**config.mk**
```make
export PLATFORM = sky130hd
export DESIGN_NAME = axi2mem_wr_burst_ctrl
export DESIGN_NICKNAME = d
export VERILOG_FILES = /design/src/rtl/axi2mem_wr_burst_ctrl.sv
export SDC_FILE = /design/constraint.sdc
export NUM_CORES = 1
export LEC_CHECK = 0
export CORE_MARGIN = 3
export CORE_UTILIZATION = 45
export DETAILED_ROUTE_END_ITERATION = 8
export PLACE_DENSITY = 0.81
export REMOVE_ABC_BUFFERS = 1
export SYNTH_ARGS = -nofsm -noshare
export SYNTH_HDL_FRONTEND = slang
export SYNTH_SLANG_ARGS = --single-unit
```
**constraint.sdc**
```tcl
create_clock -name clk_i -period 6.2 [get_ports clk_i]
set_input_delay 0.62 -clock clk_i [delete_from_list [all_inputs] [get_ports clk_i]]
set_output_delay 0.62 -clock clk_i [all_outputs]
set_load 0.1 [all_outputs]
```
**src/rtl/axi2mem_wr_burst_ctrl.sv**
```systemverilog
// Write-burst controller for the axi2mem bridge: takes one buffered AW burst,
// issues one memory write per W beat with FIXED/INCR/WRAP addressing, then returns B.
module axi2mem_wr_burst_ctrl #(
    parameter int unsigned ADDR_WIDTH = 32,
    parameter int unsigned DATA_WIDTH = 64,
    parameter int unsigned ID_WIDTH   = 4,
    parameter int unsigned USER_WIDTH = 6
) (
    input  logic                      clk_i,
    input  logic                      rst_i,
    input  logic                      aw_valid_i,
    input  logic [ADDR_WIDTH-1:0]     aw_addr_i,
    input  logic [7:0]                aw_len_i,
    input  logic [2:0]                aw_size_i,
    input  logic [1:0]                aw_burst_i,
    input  logic [ID_WIDTH-1:0]       aw_id_i,
    input  logic [USER_WIDTH-1:0]     aw_user_i,
    output logic                      aw_ready_o,
    input  logic                      w_valid_i,
    input  logic [DATA_WIDTH-1:0]     w_data_i,
    input  logic [DATA_WIDTH/8-1:0]   w_strb_i,
    input  logic                      w_last_i,
    output logic                      w_ready_o,
    output logic                      mem_req_o,
    output logic [ADDR_WIDTH-1:0]     mem_addr_o,
    output logic                      mem_we_o,
    output logic [DATA_WIDTH/8-1:0]   mem_be_o,
    output logic [DATA_WIDTH-1:0]     mem_wdata_o,
    input  logic                      mem_gnt_i,
    output logic                      b_valid_o,
    output logic [1:0]                b_resp_o,
    output logic [ID_WIDTH-1:0]       b_id_o,
    output logic [USER_WIDTH-1:0]     b_user_o,
    input  logic                      b_ready_i
);

    localparam logic [2:0] MAX_SIZE = 3'($clog2(DATA_WIDTH / 8));

    typedef enum logic [1:0] {S_IDLE, S_BURST, S_RESP} state_t;
    typedef enum logic [1:0] {B_FIXED = 2'b00, B_INCR = 2'b01, B_WRAP = 2'b10, B_RSVD = 2'b11} burst_t;

    state_t                  r_state;
    burst_t                  r_burst;
    logic [ADDR_WIDTH-1:0]   r_addr;
    logic [ADDR_WIDTH-1:0]   r_wrap_mask;
    logic [7:0]              r_len;
    logic [2:0]              r_size;
    logic [7:0]              r_cnt;
    logic                    r_err;
    logic                    r_aw_ready;
    logic                    r_b_valid;
    logic [1:0]              r_b_resp;
    logic [ID_WIDTH-1:0]     r_b_id;
    logic [USER_WIDTH-1:0]   r_b_user;

    logic                    w_in_burst;
    logic                    w_beat;
    logic                    w_last_beat;
    logic                    w_beat_err;
    logic                    w_wrap_len_ok;
    logic                    w_aw_err;
    burst_t                  w_aw_burst;
    logic [ADDR_WIDTH-1:0]   w_aw_mask;
    logic [ADDR_WIDTH-1:0]   w_incr_addr;
    logic [ADDR_WIDTH-1:0]   w_next_addr;

    assign w_in_burst  = (r_state == S_BURST);
    assign w_beat      = w_in_burst & w_valid_i & mem_gnt_i;
    assign w_last_beat = (r_cnt == r_len);
    assign w_beat_err  = (w_last_i != w_last_beat);

    assign w_wrap_len_ok = (aw_len_i == 8'd1) | (aw_len_i == 8'd3) |
                           (aw_len_i == 8'd7) | (aw_len_i == 8'd15);
    assign w_aw_err = (aw_burst_i == B_RSVD) | (aw_size_i > MAX_SIZE) |
                      ((aw_burst_i == B_WRAP) & ~w_wrap_len_ok);
    // Reserved bursts and illegal wrap lengths fall back to INCR addressing.
    assign w_aw_burst = ((aw_burst_i == B_RSVD) | ((aw_burst_i == B_WRAP) & ~w_wrap_len_ok))
                        ? B_INCR : burst_t'(aw_burst_i);
    assign w_aw_mask  = ((ADDR_WIDTH'(aw_len_i) + ADDR_WIDTH'(1)) << aw_size_i) - ADDR_WIDTH'(1);

    assign w_incr_addr = r_addr + (ADDR_WIDTH'(1) << r_size);

    always_comb begin
        w_next_addr = w_incr_addr;
        case (r_burst)
            B_FIXED: w_next_addr = r_addr;
            B_WRAP:  w_next_addr = (r_addr & ~r_wrap_mask) | (w_incr_addr & r_wrap_mask);
            default: w_next_addr = w_incr_addr;
        endcase
    end

    always_ff @(posedge clk_i) begin
        if (rst_i) begin
            r_state     <= S_IDLE;
            r_burst     <= B_FIXED;
            r_addr      <= '0;
            r_wrap_mask <= '0;
            r_len       <= '0;
            r_size      <= '0;
            r_cnt       <= '0;
            r_err       <= 1'b0;
            r_aw_ready  <= 1'b1;
            r_b_valid   <= 1'b0;
            r_b_resp    <= '0;
            r_b_id      <= '0;
            r_b_user    <= '0;
        end else begin
            case (r_state)
                S_IDLE: begin
                    if (aw_valid_i && r_aw_ready) begin
                        r_addr      <= aw_addr_i;
                        r_len       <= aw_len_i;
                        r_size      <= aw_size_i;
                        r_burst     <= w_aw_burst;
                        r_wrap_mask <= w_aw_mask;
                        r_b_id      <= aw_id_i;
                        r_b_user    <= aw_user_i;
                        r_cnt       <= '0;
                        r_err       <= w_aw_err;
                        r_aw_ready  <= 1'b0;
                        r_state     <= S_BURST;
                    end
                end
                S_BURST: begin
                    if (w_beat) begin
                        r_addr <= w_next_addr;
                        r_cnt  <= r_cnt + 8'd1;
                        r_err  <= r_err | w_beat_err;
                        if (w_last_beat) begin
                            r_b_valid <= 1'b1;
                            r_b_resp  <= (r_err | w_beat_err) ? 2'b10 : 2'b00;
                            r_state   <= S_RESP;
                        end
                    end
                end
                S_RESP: begin
                    if (b_ready_i) begin
                        r_b_valid  <= 1'b0;
                        r_aw_ready <= 1'b1;
                        r_state    <= S_IDLE;
                    end
                end
                default: r_state <= S_IDLE;
            endcase
        end
    end

    assign aw_ready_o  = r_aw_ready;
    assign mem_req_o   = w_in_burst & w_valid_i;
    assign mem_we_o    = w_in_burst & w_valid_i;
    assign w_ready_o   = w_beat;
    assign mem_addr_o  = r_addr;
    assign mem_be_o    = w_strb_i;
    assign mem_wdata_o = w_data_i;
    assign b_valid_o   = r_b_valid;
    assign b_resp_o    = r_b_resp;
    assign b_id_o      = r_b_id;
    assign b_user_o    = r_b_user;

endmodule

```
# --- After elaboration in Yosys (flattened, before gate mapping) ---
# Index checks and enable logic that the tools add are counted.
word_totals:
  regBits: 102
  latch_bits: 0
  ramBits: 0
  romBits: 0
  inputBits: 134
  output_inout_bits: 121
  memories: 0
classes:
  addsub: 4
  mul: 0
  n_div: 0
  n_lt_le_gt_ge: 1
  n_eq_ne: 16
  shift: 2
  muxes: 24
  bitwise_logic: 15
  n_reduce_logical: 13
op_table:
  columns: ["cell", "count"]
  rows:
  - ["$pmux 32 s2", 2]
  - ["$and 32x32->32", 2]
  - ["$mux 32", 2]
  - ["$add 32x32->32", 1]
  - ["$not 32->32", 1]
  - ["$or 32x32->32", 1]
  - ["$shl 1x3->32 const A", 1]
  - ["$shl 9x3->32", 1]
  - ["$sub 32x1->32 const B", 1]
  - ["$mux 8", 2]
  - ["$pmux 8 s2", 1]
  - ["$mux 2", 6]
  - ["$reduce_and 4->1", 3]
  - ["$add 8x1->9 const B", 1]
  - ["$reduce_and 3->1", 3]
  - ["$add 8x1->8 const B", 1]
  - ["$eq 2x2->1 const B", 4]
  - ["$eq 8x1->1 const B", 1]
  - ["$eq 8x2->1 const B", 1]
  - ["$eq 8x3->1 const B", 1]
  - ["$eq 8x4->1 const B", 1]
  - ["$eq 8x8->1", 1]
  - ["$ne 2x2->1 const B", 4]
  - ["$mux 1", 7]
  - ["13 further kinds", 26]

# --- Longest topological paths before layout ---
logic_depth:
  word_depth: 9
  ltp_mapped: 13
  depth_no_buf: 12

# --- Worst setup path after synthesis ---
# No wires, ideal clock.
synth_path:
  path_type: "register -> register"
  start: "register with a tool-made name"
  end: "register with a tool-made name"
  setup_ns: 0.120
  arrival_time_ns: 3.464
  t_required_ns: 6.080
  path_slack_ns: 2.616
  path_stages_with_launch: 12
  period_less_slack_ns: 3.584
  path_cell_list: "dfxtp_1 -> ha_1 -> fa_1 -> a21o_1 -> a21oi_1 -> o21bai_1 -> a2111oi_0 -> or3_1 -> clkbuf_1 -> nor2_1 -> xor2_1 -> o221a_2"

# --- Worst setup path after layout ---
layout_path:
  start: "input aw_len_i[0]"
  end: "register r_wrap_mask[15]"
layout_via:
  elab_chain_cells: 3
layout_rtl:
  columns: ["element", "line", "text"]
  rows:
  - ["from (decl)", "13", "input logic [7:0] aw_len_i,"]
  - ["$add 8x1->9", "79", "assign w_aw_mask = ((ADDR_WIDTH'(aw_len_i) + ADDR_WIDTH'(1)) << aw_size_i) - ADDR_WIDTH'(1);"]
  - ["$shl 9x3->32", "79", null]
  - ["$sub 32x1->32", "79", null]
  - ["to (signal assigned)", "115", "r_wrap_mask <= w_aw_mask;"]
  - ["to (decl)", "45", "logic [ADDR_WIDTH-1:0] r_wrap_mask;"]
# No other way between the ends.
# A chain may end at the register's enable or synchronous reset.

==> impl_metrics.tcl <==
set metrics [dict create \
    nets 1032 \
    synth.top_cells.by_area "dfxtp_1 30%, buf_4 8.6%, nand2_1 5.1%, nor2_1 5.0%, o21ai_0 4.7%" \
    io_pins 255 \
    clk_pin_slew_ns 0.07 \
    p_int_mw 1.16 \
    routabilityCongestion 0.838 \
    fmax_mhz 261 \
    drt_iter0_markers 587 \
    irDropWorstVdd_mv 0.147 \
    arrival_ns 4.10 \
    async_reset_ff_frac 0 \
    vias_per_cell 6.04 \
    rows 44 \
    grt_first_pass_wirelength_um 34400 \
    antenna_found_initial 0 \
    synthCells 884 \
    skew_ns 0.00673 \
    min_period_ns 3.84 \
    grt_max_degree 55 \
    cts_tree "built" \
    cts_htree_levels 3 \
    clockBufferDepth 2 \
    startpoint_type "input port" \
    vias 6477 \
    tightest_slew_ns 1.26 \
    p_seq_frac 0.392 \
    diodes 0 \
    drv_cap 0 \
    die_h_um 129 \
    power_density_mw_per_mm2 245 \
    postCtsHoldBufs 0 \
    placed_cell_area_mm2 0.00738 \
    rsz0062_at_grt "no" \
    fillCellCount 1391 \
    ys.warnings.count 0 \
    dr.pass1.iters 6 \
    post-route-period-util 0.619 \
    grt_usage 0.269 \
    post_cts_resized 0 \
    setup_tns_ns 0 \
    power_frac_comb 0.319 \
    rr_worst_depth 11 \
    status "finished clean" \
    yosysTopAreaCellShare 0.295 \
    ant_nets 0 \
    ys_seq_elements 100 \
    synth.distinct_cells 83 \
    post_cts_buffers 0 \
    worstHoldPathCells 2 \
    hold_ws_ns 0.454 \
    synth_area_per_cell_um2 7.67 \
    hold_path_class "flip-flop to flip-flop" \
    synth_edf_count 0 \
    die_w_um 129 \
    wl_per_cell_um 21.6 \
    cp_max_fo 16 \
    grt_pass1_vias 5737 \
    synthFlopType "dfxtp_1" \
    die_area_mm2 0.0166 \
    switching_share 0.384 \
    drive_above_1_share 0.0619 \
    syn2layout_area_growth_pct 12.9 \
    crit_required_ns 6.46 \
    relSlewSlack 0.157 \
    setup_viol 0 \
    clock-sinks 100 \
    path_class "input port to flip-flop" \
    postLayoutCellArea_mm2 0.00766 \
    hold_viol_final 0 \
    slew_violations 0 \
    grt_remaining_overflow 0 \
    yosysTopAreaCell "dfxtp_1" \
    p_sw_mw 0.721 \
    start_util 0.463 \
    r2r_setup_slack_ns 2.45 \
    core_mm2 0.0146 \
    dp_hpwl_um 17300 \
    yosysSeqAreaShare 0.295 \
    port_buffers 109 \
    cts-buffers-inserted 9 \
    endpoint_kind "flip-flop" \
    synth_area_mm2 0.00678 \
    p_leak_nw 2.86 \
    worstSkewPairLatency_ns 0.35 \
    finalWirelength_um 23200 \
    p_clk_frac 0.289 \
    drc 0 \
    clockRootBuffer "clkbuf_16" \
]
per-layer routing:
metal  global-route usage  share of wire  vias to the layer above
met5                0.124          0.010                        -
met2                0.368           0.41                      361
li1                     -              -                     3074
met3                0.185           0.16                       19
met4               0.0445         0.0071                        8
met1                0.344           0.41                     3015
area by class of cell:
class                      count  area, um^2  area share
inverter                      25        93.8      0.0123
clock buffer                  11         233      0.0304
sequential                   100        2000       0.261
multi-input combinational    629        3900       0.510
timing repair buffer         118        1150       0.151
clock inverter                 5        42.5     0.00556
tap                          184         230      0.0301
critical path, cell delays in order:
cell and delay (ns):
clkdlybuf4s50_1 0.82, ha_1 0.40, xor2_1 0.18, a32o_1 0.27, a211o_1 0.31, a221oi_2 0.32
nand3_1 0.20, or2_1 0.31, nor3_1 0.21, ha_1 0.26, a211oi_1 0.20
synth_stat cells (4+ instances only):
cell type	number
xnor2_1	27
a211o_1	4
or4_1	4
buf_4	78
nand4_1	9
nor4_1	4
and2_1	5
inv_1	24
a211oi_1	13
nor2_1	90
ha_1	14
clkbuf_1	43
a21o_1	19
or3_1	8
a21oi_1	54
nor3_1	18
o221a_2	8
nand2_1	92
nor3b_1	6
xor2_1	17
o21a_1	9
and4_1	4
nand2b_1	9
dfxtp_1	100
buf_2	6
a311oi_1	9
a221oi_1	7
a31oi_1	6
or2_2	5
o21ai_0	64
mux2i_1	6
o211ai_1	5
and3_1	12
nand3_1	31
path summary, 6_finish.rpt:
check / startpoint / endpoint
max: aw_len_i[0] / r_wrap_mask[15]
min: b_user_o[4] / b_user_o[4]
max reg2reg: r_size[2] / flip-flop
min reg2reg: b_user_o[4] / b_user_o[4]
through the flow:
step | power [mW] | setup slack, ns | utilization | std cells
finish | 1.88 | 2.36 | 0.523 | 1072
global route | 1.96 | 2.06 | 0.523 | 1072
CTS | 1.88 | 2.36 | 0.523 | 1072
detailed placement | 1.34 | 2.02 | 0.504 | 1056
global placement | 1.34 | 2.13 | 0.504 | 1056
floorplan | 1.16 | 0.353 | - | 754
placed cells by master, fill, tap and decap left out, types with 4 or more instances in the layout:
cell type,Yosys,routed
o21a_1,9,9
a211oi_1,13,13
a211o_1,4,4
clkdlybuf4s50_1,0,108
dfxtp_1,100,100
and4_1,4,4
and3_1,12,12
a21o_1,19,19
buf_4,78,9
mux2i_1,6,6
or3_1,8,8
nand2_1,92,92
nor3_1,18,18
or4_1,4,4
o21ai_0,64,63
nor4_1,4,4
a311oi_1,9,9
o221a_2,8,8
nor3b_1,6,5
nor2_1,90,90
and2_1,5,5
a31oi_1,6,6
nand2b_1,9,9
ha_1,14,14
nand4_1,9,9
a21oi_1,54,54
xor2_1,17,17
nand3_1,31,31
o211ai_1,5,5
a221oi_1,7,7
or2_2,5,5
xnor2_1,27,27
inv_1,24,24
clkbuf_16,0,9
kinds of logic (layout without fill, tap and decap cells):
group | count (synthesis) | count (layout) | share of synthesized area
AND/OR/NAND/NOR | 317 | 317 | 0.230
adder cells (fa/ha/maj) | 15 | 15 | 0.0288
other | 1 | 1 | 0.000553
AO/OA/AOI/OAI | 244 | 244 | 0.245
XOR/XNOR | 44 | 44 | 0.0568
buffers and inverters | 155 | 159 | 0.131
multiplexers | 8 | 8 | 0.0122
flip-flops | 100 | 100 | 0.295
power groups by stage:
stage / sequential (mW) / clock [mW] / combinational (mW)
after floorplan: 0.926 / 0 / 0.232
after global placement: 0.746 / 0 / 0.589
after detailed placement: 0.748 / 0 / 0.595
after CTS: 0.733 / 0.553 / 0.598
after global routing: 0.740 / 0.576 / 0.641
final: 0.735 / 0.543 / 0.599
Power figures use the tool's default switching activity.
